### src/rtl/matrix_ld_seq_pkg.sv
// Shared types and encodings for the matrix-load sequencer and its write-port arbiter.
package matrix_ld_seq_pkg;

  localparam logic [1:0] WSEL_NONE  = 2'b00;
  localparam logic [1:0] WSEL_REG   = 2'b01;
  localparam logic [1:0] WSEL_SLICE = 2'b10;
  localparam logic [1:0] WSEL_ALL   = 2'b11;

  localparam int MATRIX_SLICES = 4;

  typedef enum logic [2:0] {
    IDLE     = 3'd0,
    REQ      = 3'd1,
    WR_SLICE = 3'd2,
    WR_ALL   = 3'd3,
    DONE     = 3'd4
  } ml_state_e;

endpackage

### src/rtl/matrix_ld_seq_wport_arb.sv
// Register-file write-port mux: pipeline writeback always wins, the sequencer
// write is driven and granted only in a cycle with no pipeline write.
module matrix_ld_seq_wport_arb
  import matrix_ld_seq_pkg::*;
(
  input  logic [1:0]   wb_select_i,
  input  logic [4:0]   wb_addr_i,
  input  logic [31:0]  wb_data_i,
  input  logic [127:0] wb_matrix_i,
  input  logic         seq_req_i,
  input  logic [1:0]   seq_select_i,
  input  logic [4:0]   seq_addr_i,
  input  logic [31:0]  seq_data_i,
  input  logic [127:0] seq_matrix_i,
  output logic [1:0]   w_select_o,
  output logic [4:0]   w_regs_addr_o,
  output logic [31:0]  w_regs_data_o,
  output logic [127:0] w_matrix_data_o,
  output logic         seq_grant_o
);

  // Priority mux between pipeline writeback and the pending sequencer write
  always_comb begin
    w_select_o      = wb_select_i;
    w_regs_addr_o   = wb_addr_i;
    w_regs_data_o   = wb_data_i;
    w_matrix_data_o = wb_matrix_i;
    seq_grant_o     = 1'b0;
    if ((wb_select_i == WSEL_NONE) && seq_req_i) begin
      w_select_o      = seq_select_i;
      w_regs_addr_o   = seq_addr_i;
      w_regs_data_o   = seq_data_i;
      w_matrix_data_o = seq_matrix_i;
      seq_grant_o     = 1'b1;
    end else begin
      seq_grant_o     = 1'b0;
    end
  end

endmodule

### src/rtl/matrix_ld_seq.sv
// Matrix-load sequencer: fetches four words over req/ack, then writes the matrix file.
// Optional macro MATRIX_LD_TIMEOUT_EN adds a mem_ack wait timeout that pulses ml_err.
module matrix_ld_seq
  import matrix_ld_seq_pkg::*;
#(
  parameter int STRIDE      = 4,
  parameter int TIMEOUT_CYC = 255
) (
  input  logic         clk,
  input  logic         rst,
  input  logic         ml_start,
  input  logic [31:0]  ml_base,
  input  logic         ml_mode,
  output logic         mem_req,
  output logic [31:0]  mem_addr,
  input  logic         mem_ack,
  input  logic [31:0]  mem_rdata,
  input  logic [1:0]   wb_select,
  input  logic [4:0]   wb_addr,
  input  logic [31:0]  wb_data,
  input  logic [127:0] wb_matrix,
  output logic [1:0]   w_select,
  output logic [4:0]   w_regs_addr,
  output logic [31:0]  w_regs_data,
  output logic [127:0] w_matrix_data,
  output logic         ml_busy,
  output logic         ml_done,
  output logic         ml_err
);

  ml_state_e   state_q;
  logic [1:0]  cnt_q;
  logic        mode_q;
  logic [31:0] base_q;
  logic [31:0] mem_addr_q;
  logic        mem_req_q;
  logic        busy_q;
  logic        done_q;
  logic [31:0] wbuf_q [MATRIX_SLICES];

  logic [1:0]  cnt_d;
  logic [31:0] addr_d;
  logic        seq_req_s;
  logic [1:0]  seq_sel_s;
  logic        seq_grant_s;

`ifdef MATRIX_LD_TIMEOUT_EN
  localparam int WAIT_W = ($clog2(TIMEOUT_CYC + 1) > 8) ? $clog2(TIMEOUT_CYC + 1) : 8;
  logic [WAIT_W-1:0] wait_q;
  logic              err_q;
`else
  localparam int TMO_UNUSED = TIMEOUT_CYC;
`endif

  // Next word index and its address; the address wraps modulo 2^32
  always_comb begin
    cnt_d     = cnt_q + 2'd1;
    addr_d    = base_q + (32'(cnt_d) * 32'(STRIDE));
    seq_req_s = (state_q == WR_SLICE) || (state_q == WR_ALL);
    seq_sel_s = (state_q == WR_ALL) ? WSEL_ALL : WSEL_SLICE;
  end

  matrix_ld_seq_wport_arb u_arb (
    .wb_select_i     (wb_select),
    .wb_addr_i       (wb_addr),
    .wb_data_i       (wb_data),
    .wb_matrix_i     (wb_matrix),
    .seq_req_i       (seq_req_s),
    .seq_select_i    (seq_sel_s),
    .seq_addr_i      ({3'b000, cnt_q}),
    .seq_data_i      (wbuf_q[cnt_q]),
    .seq_matrix_i    ({wbuf_q[3], wbuf_q[2], wbuf_q[1], wbuf_q[0]}),
    .w_select_o      (w_select),
    .w_regs_addr_o   (w_regs_addr),
    .w_regs_data_o   (w_regs_data),
    .w_matrix_data_o (w_matrix_data),
    .seq_grant_o     (seq_grant_s)
  );

  // Sequencer FSM; every port-facing flag is registered alongside the state
  always_ff @(posedge clk) begin
    if (!rst) begin
      state_q    <= IDLE;
      cnt_q      <= 2'd0;
      mode_q     <= 1'b0;
      base_q     <= 32'd0;
      mem_addr_q <= 32'd0;
      mem_req_q  <= 1'b0;
      busy_q     <= 1'b0;
      done_q     <= 1'b0;
      for (int i = 0; i < MATRIX_SLICES; i++) wbuf_q[i] <= 32'd0;
`ifdef MATRIX_LD_TIMEOUT_EN
      wait_q     <= '0;
      err_q      <= 1'b0;
`endif
    end else begin
      done_q <= 1'b0;
`ifdef MATRIX_LD_TIMEOUT_EN
      err_q  <= 1'b0;
`endif
      case (state_q)
        IDLE: begin
          if (ml_start) begin
            base_q     <= ml_base;
            mode_q     <= ml_mode;
            cnt_q      <= 2'd0;
            mem_addr_q <= ml_base;
            mem_req_q  <= 1'b1;
            busy_q     <= 1'b1;
            state_q    <= REQ;
`ifdef MATRIX_LD_TIMEOUT_EN
            wait_q     <= '0;
`endif
          end
        end
        REQ: begin
          if (mem_ack) begin
            wbuf_q[cnt_q] <= mem_rdata;
`ifdef MATRIX_LD_TIMEOUT_EN
            wait_q        <= '0;
`endif
            if (mode_q) begin
              mem_req_q <= 1'b0;
              state_q   <= WR_SLICE;
            end else if (cnt_q == 2'd3) begin
              mem_req_q <= 1'b0;
              state_q   <= WR_ALL;
            end else begin
              cnt_q      <= cnt_d;
              mem_addr_q <= addr_d;
            end
          end
`ifdef MATRIX_LD_TIMEOUT_EN
          else if (wait_q == WAIT_W'(TIMEOUT_CYC - 1)) begin
            mem_req_q <= 1'b0;
            err_q     <= 1'b1;
            busy_q    <= 1'b0;
            state_q   <= IDLE;
          end else begin
            wait_q <= wait_q + WAIT_W'(1);
          end
`endif
        end
        WR_SLICE: begin
          if (seq_grant_s) begin
            if (cnt_q == 2'd3) begin
              done_q  <= 1'b1;
              state_q <= DONE;
            end else begin
              cnt_q      <= cnt_d;
              mem_addr_q <= addr_d;
              mem_req_q  <= 1'b1;
              state_q    <= REQ;
`ifdef MATRIX_LD_TIMEOUT_EN
              wait_q     <= '0;
`endif
            end
          end
        end
        WR_ALL: begin
          if (seq_grant_s) begin
            done_q  <= 1'b1;
            state_q <= DONE;
          end
        end
        DONE: begin
          busy_q  <= 1'b0;
          state_q <= IDLE;
        end
        default: begin
          mem_req_q <= 1'b0;
          busy_q    <= 1'b0;
          state_q   <= IDLE;
        end
      endcase
    end
  end

  assign mem_req  = mem_req_q;
  assign mem_addr = mem_addr_q;
  assign ml_busy  = busy_q;
  assign ml_done  = done_q;
`ifdef MATRIX_LD_TIMEOUT_EN
  assign ml_err   = err_q;
`else
  assign ml_err   = 1'b0;
`endif

endmodule

### config.mk
export PLATFORM = sky130hd
export DESIGN_NAME = matrix_ld_seq
export DESIGN_NICKNAME = d
export VERILOG_FILES = /design/src/rtl/matrix_ld_seq_pkg.sv /design/src/rtl/matrix_ld_seq_wport_arb.sv /design/src/rtl/matrix_ld_seq.sv
export SDC_FILE = /design/constraint.sdc
export NUM_CORES = 1
export LEC_CHECK = 0
export CAP_MARGIN = 20
export CORE_AREA = 5 5 166 168
export CTS_BUF_LIST = sky130_fd_sc_hd__clkbuf_4 sky130_fd_sc_hd__clkbuf_8
export DETAILED_ROUTE_END_ITERATION = 16
export DIE_AREA = 0 0 171 173
export HOLD_SLACK_MARGIN = 0.02
export PLACE_DENSITY = 0.86
export SLEW_MARGIN = 40
export SYNTH_ARGS = -nofsm -noshare
export SYNTH_HDL_FRONTEND = slang
export SYNTH_SLANG_ARGS = --single-unit
### constraint.sdc
create_clock -name clk -period 5.79 [get_ports clk]
set_input_delay 0.579 -clock clk [delete_from_list [all_inputs] [get_ports clk]]
set_output_delay 0.579 -clock clk [all_outputs]
set_load 0.03 [all_outputs]
==> results.json <==
{
  "h-tree-depth": 2,
  "synth_top_area_cell": "edfxtp_1",
  "setup_violations": 0,
  "area_delta_synth_final_pct": 49.5,
  "arrival_ns": 3.23,
  "die_x_um": 171,
  "io_pins": 439,
  "fp.coreArea_um2": 25800,
  "synth.mux.area_fraction_pct": 23.6,
  "hold_violations": 0,
  "pwr-share-clk_pct": 25.2,
  "dp_hpwl_um": 30200,
  "synth_top_area_share_pct": 34.8,
  "period_share_pct": 65.8,
  "synth-xor-area-share_pct": 2.06,
  "pwr-share-seq_pct": 37.2,
  "fin_crit_ns": 3.81,
  "first_global_vias": 9930,
  "worstSetupPathType": "reg2out",
  "insertion_delay_ns": 0.51,
  "hp-class": "reg2reg",
  "drc": 0,
  "r2r_cells": 8,
  "grt_usage_pct": 26.7,
  "drt-total-wl_um": 41800,
  "worst_slack_ns": 1.98,
  "p_sw_mw": 1.86,
  "tritoncts": "built",
  "worstPathRequired_ns": 5.21,
  "cap_violations": 0,
  "drt-vias-per-instance": 5.46,
  "clockBufferDepth": 3,
  "yosys_most_used_dff": "edfxtp_1",
  "cp_num_cells": 5,
  "worstPathMaxFanout": 52,
  "reg2reg_from": "cnt_q[0]",
  "port_buffers": 437,
  "cp_slowest_cell": "clkdlybuf4s50_1",
  "relSlewSlack_pct": 49.4,
  "drtAntennaViolNets": 0,
  "worstMarginPinSlew_ns": 0.752,
  "yosysSeqAreaShare_pct": 48.3,
  "dieArea_um2": 29600,
  "yosysWarnings": 0,
  "max_freq_mhz": 263,
  "path_buf_inv": 2,
  "cp-end-kind": "output port",
  "syn_inst": 957,
  "synth_edf_count": 128,
  "ys_ff_latch": 203,
  "drive_above_1_share_pct": 20.3,
  "outcome": "completed",
  "drt-initial-drc-count": 720,
  "internal-power_mw": 3.38,
  "syn-cell-area_um2": 11100,
  "antenna_found_initial": 17,
  "async_flop_share_pct": 0,
  "synthAdderAreaFrac_pct": 0.747,
  "cts_buffers": 34,
  "crit_path_start": "state_q[1]",
  "pre_cts_ws_ns": 2.09,
  "routedWlPerCell_um": 23.9,
  "syn-mean-instance-area_um2": 11.6,
  "cts_resized": 0,
  "firstDrtPassIters": 5,
  "cts.clk_slew.worst_paths_ns": 0.06,
  "comb_power_share_pct": 37.6,
  "vias": 9561,
  "synthSimpleGateAreaFrac_pct": 16.2,
  "cts-root-buf": "clkbuf_8",
  "cts.sinks": 203,
  "grt_max_degree": 64,
  "critPathTopFamily": "buffers and inverters",
  "hold_start": "mem_addr[4]",
  "leakage_nw": 5.88,
  "path_cells": "nand2b_1 > nor3_4 > buf_12 > mux2_2 > clkdlybuf4s50_1",
  "ir_drop_v": 0.000301,
  "fillCellCount": 1879,
  "critPathLaunchType": "register",
  "die_h_um": 173,
  "cts_setup_buffers": 0,
  "ys_types": 54,
  "num-nets-final": 1620,
  "max_stage_delay_ns": 0.63,
  "synth_top_family_by_area": "multiplexers",
  "synthTopCellsByArea": "edfxtp_1 35%, mux2_2 17%, dfxtp_1 14%",
  "grt_pass1_wl_um": 60500,
  "setup_tns_ns": 0,
  "rsz0062_at_grt": "false",
  "syn_nets": 1199,
  "fin_skew_ns": 0.0313,
  "synth_compound_area_share_pct": 6.18,
  "powerDensity_nw_per_um2": 317,
  "switching_share_pct": 35.5,
  "num_rows": 59,
  "postCtsHoldBufs": 0,
  "hold_depth": 2,
  "overflow": 0,
  "drv_slew": 0,
  "place_congestion": 0.893,
  "initial_core_util_pct": 42.9
}
[path summary, 6_finish.rpt]
path | endpoint | slack [ns]
max | w_matrix_data[62] | 1.98
min | mem_addr[4] | 0.46
max reg2reg | mem_addr[21] | 2.73
min reg2reg | mem_addr[4] | 0.46
[kinds of logic (layout without fill, tap and decap cells)]
group           count (synthesis)  in the layout
compound gates                109            109
xor+xnor                       26             26
fa+ha+maj                       6              6
buf+inv                        77            521
flops                         203            203
mux                           200            200
other cells                     1             17
simple gates                  335            335
[cell usage in the layout, fill, tap and decap left out, types with 8 or more instances in the layout]
cell type / instances
clkdlybuf4s50_1: 436
mux2_2: 162
and2_1: 130
edfxtp_1: 128
nand2_1: 99
dfxtp_1: 73
a21oi_1: 46
clkbuf_8: 40
mux4_2: 32
nand3_1: 23
nor2_1: 20
xnor2_1: 19
diode_2: 16
o21ai_0: 15
buf_4: 13
clkbuf_4: 12
nor3_1: 9
inv_1: 8
a21boi_0: 8
o22ai_1: 8
[through the flow]
stage / std cells / instance area (um^2) / total power [mW] / util [%] / hold slack [ns]
4_1_cts: 1736 / 16500 / 5.25 / 64.0 / 0.459
5_1_grt: 1750 / 16500 / 5.47 / 64.1 / 0.492
3_5_place_dp: 1677 / 15800 / 3.92 / 61.3 / 0.449
2_1_floorplan: 957 / 11100 / 3.11 / - / 0.437
3_3_place_gp: 1677 / 15800 / 3.89 / 61.2 / 0.441
6_report: 1752 / 16500 / 5.24 / 64.2 / 0.459
[state kept, by name, summed over array words and instances, names as in the netlist, named ones only]
signal    flops
cnt_q         2
wbuf_q      128
ml_busy       1
base_q       32
ml_done       1
mem_req       1
mem_addr     32
mode_q        1
state_q       3
[worst register-to-register path, delay by kind of cell, from the launching register on]
family / cells / cell delay [ns]
adder cells (fa/ha/maj): 2 / 0.64
flip-flops: 1 / 0.55
AO/OA/AOI/OAI: 3 / 0.57
buffers and inverters: 1 / 0.16
AND/OR/NAND/NOR: 2 / 1.07
[cell type report]
type / instances / area (um^2) / area share, %
Antenna cell: 16 / 40.0 / 0.242
Clock buffer: 52 / 641 / 3.88
Clock inverter: 7 / 55.1 / 0.333
Inverter: 9 / 36.3 / 0.219
Multi-Input combinational cell: 677 / 5460 / 33.0
Sequential cell: 203 / 5350 / 32.4
Tap cell: 335 / 419 / 2.54
Timing Repair Buffer: 453 / 4530 / 27.4
[cells in the mapped netlist, types with 2 or more instances]
master and count:
o21ai_0 16, a311oi_1 7, nand3_1 23, and4_1 3, o32a_1 2, nor2b_1 8
nor4b_1 2, nand2_1 101, nor4_1 7, ha_1 5, and3_1 4, mux2_2 162
nor3_1 13, buf_1 6, clkbuf_1 43, dfxtp_1 75, xnor2_1 19, mux4_2 32
a211o_1 7, nand2b_1 6, mux2i_1 6, buf_2 18, o211ai_1 3, a21boi_0 8
o31ai_1 2, a21oi_1 46, nand4_1 6, and2_1 130, edfxtp_1 128, xor2_1 7
inv_1 8, or3_1 5, nor2_1 20, nand4b_1 2, o22ai_1 8
[metal layers]
| metal | share of wire (%) | track usage [%] | vias up |
|---|---|---|---|
| li1 | - | - | 4345 |
| met1 | 37 | 31.0 | 4622 |
| met2 | 50 | 45.2 | 492 |
| met3 | 9.2 | 8.13 | 96 |
| met4 | 4.2 | 12.2 | 6 |
| met5 | 0.093 | 0 | - |
[power groups by stage]
| stage | Combinational, mW | Clock (mW) | Sequential [mW] |
|---|---|---|---|
| floorplan | 1.06 | 0 | 2.05 |
| global placement | 1.92 | 0 | 1.97 |
| detailed placement | 1.95 | 0 | 1.97 |
| CTS | 1.97 | 1.33 | 1.95 |
| global route | 2.09 | 1.40 | 1.97 |
| finish | 1.97 | 1.32 | 1.95 |
Power figures use the tool's default switching activity.
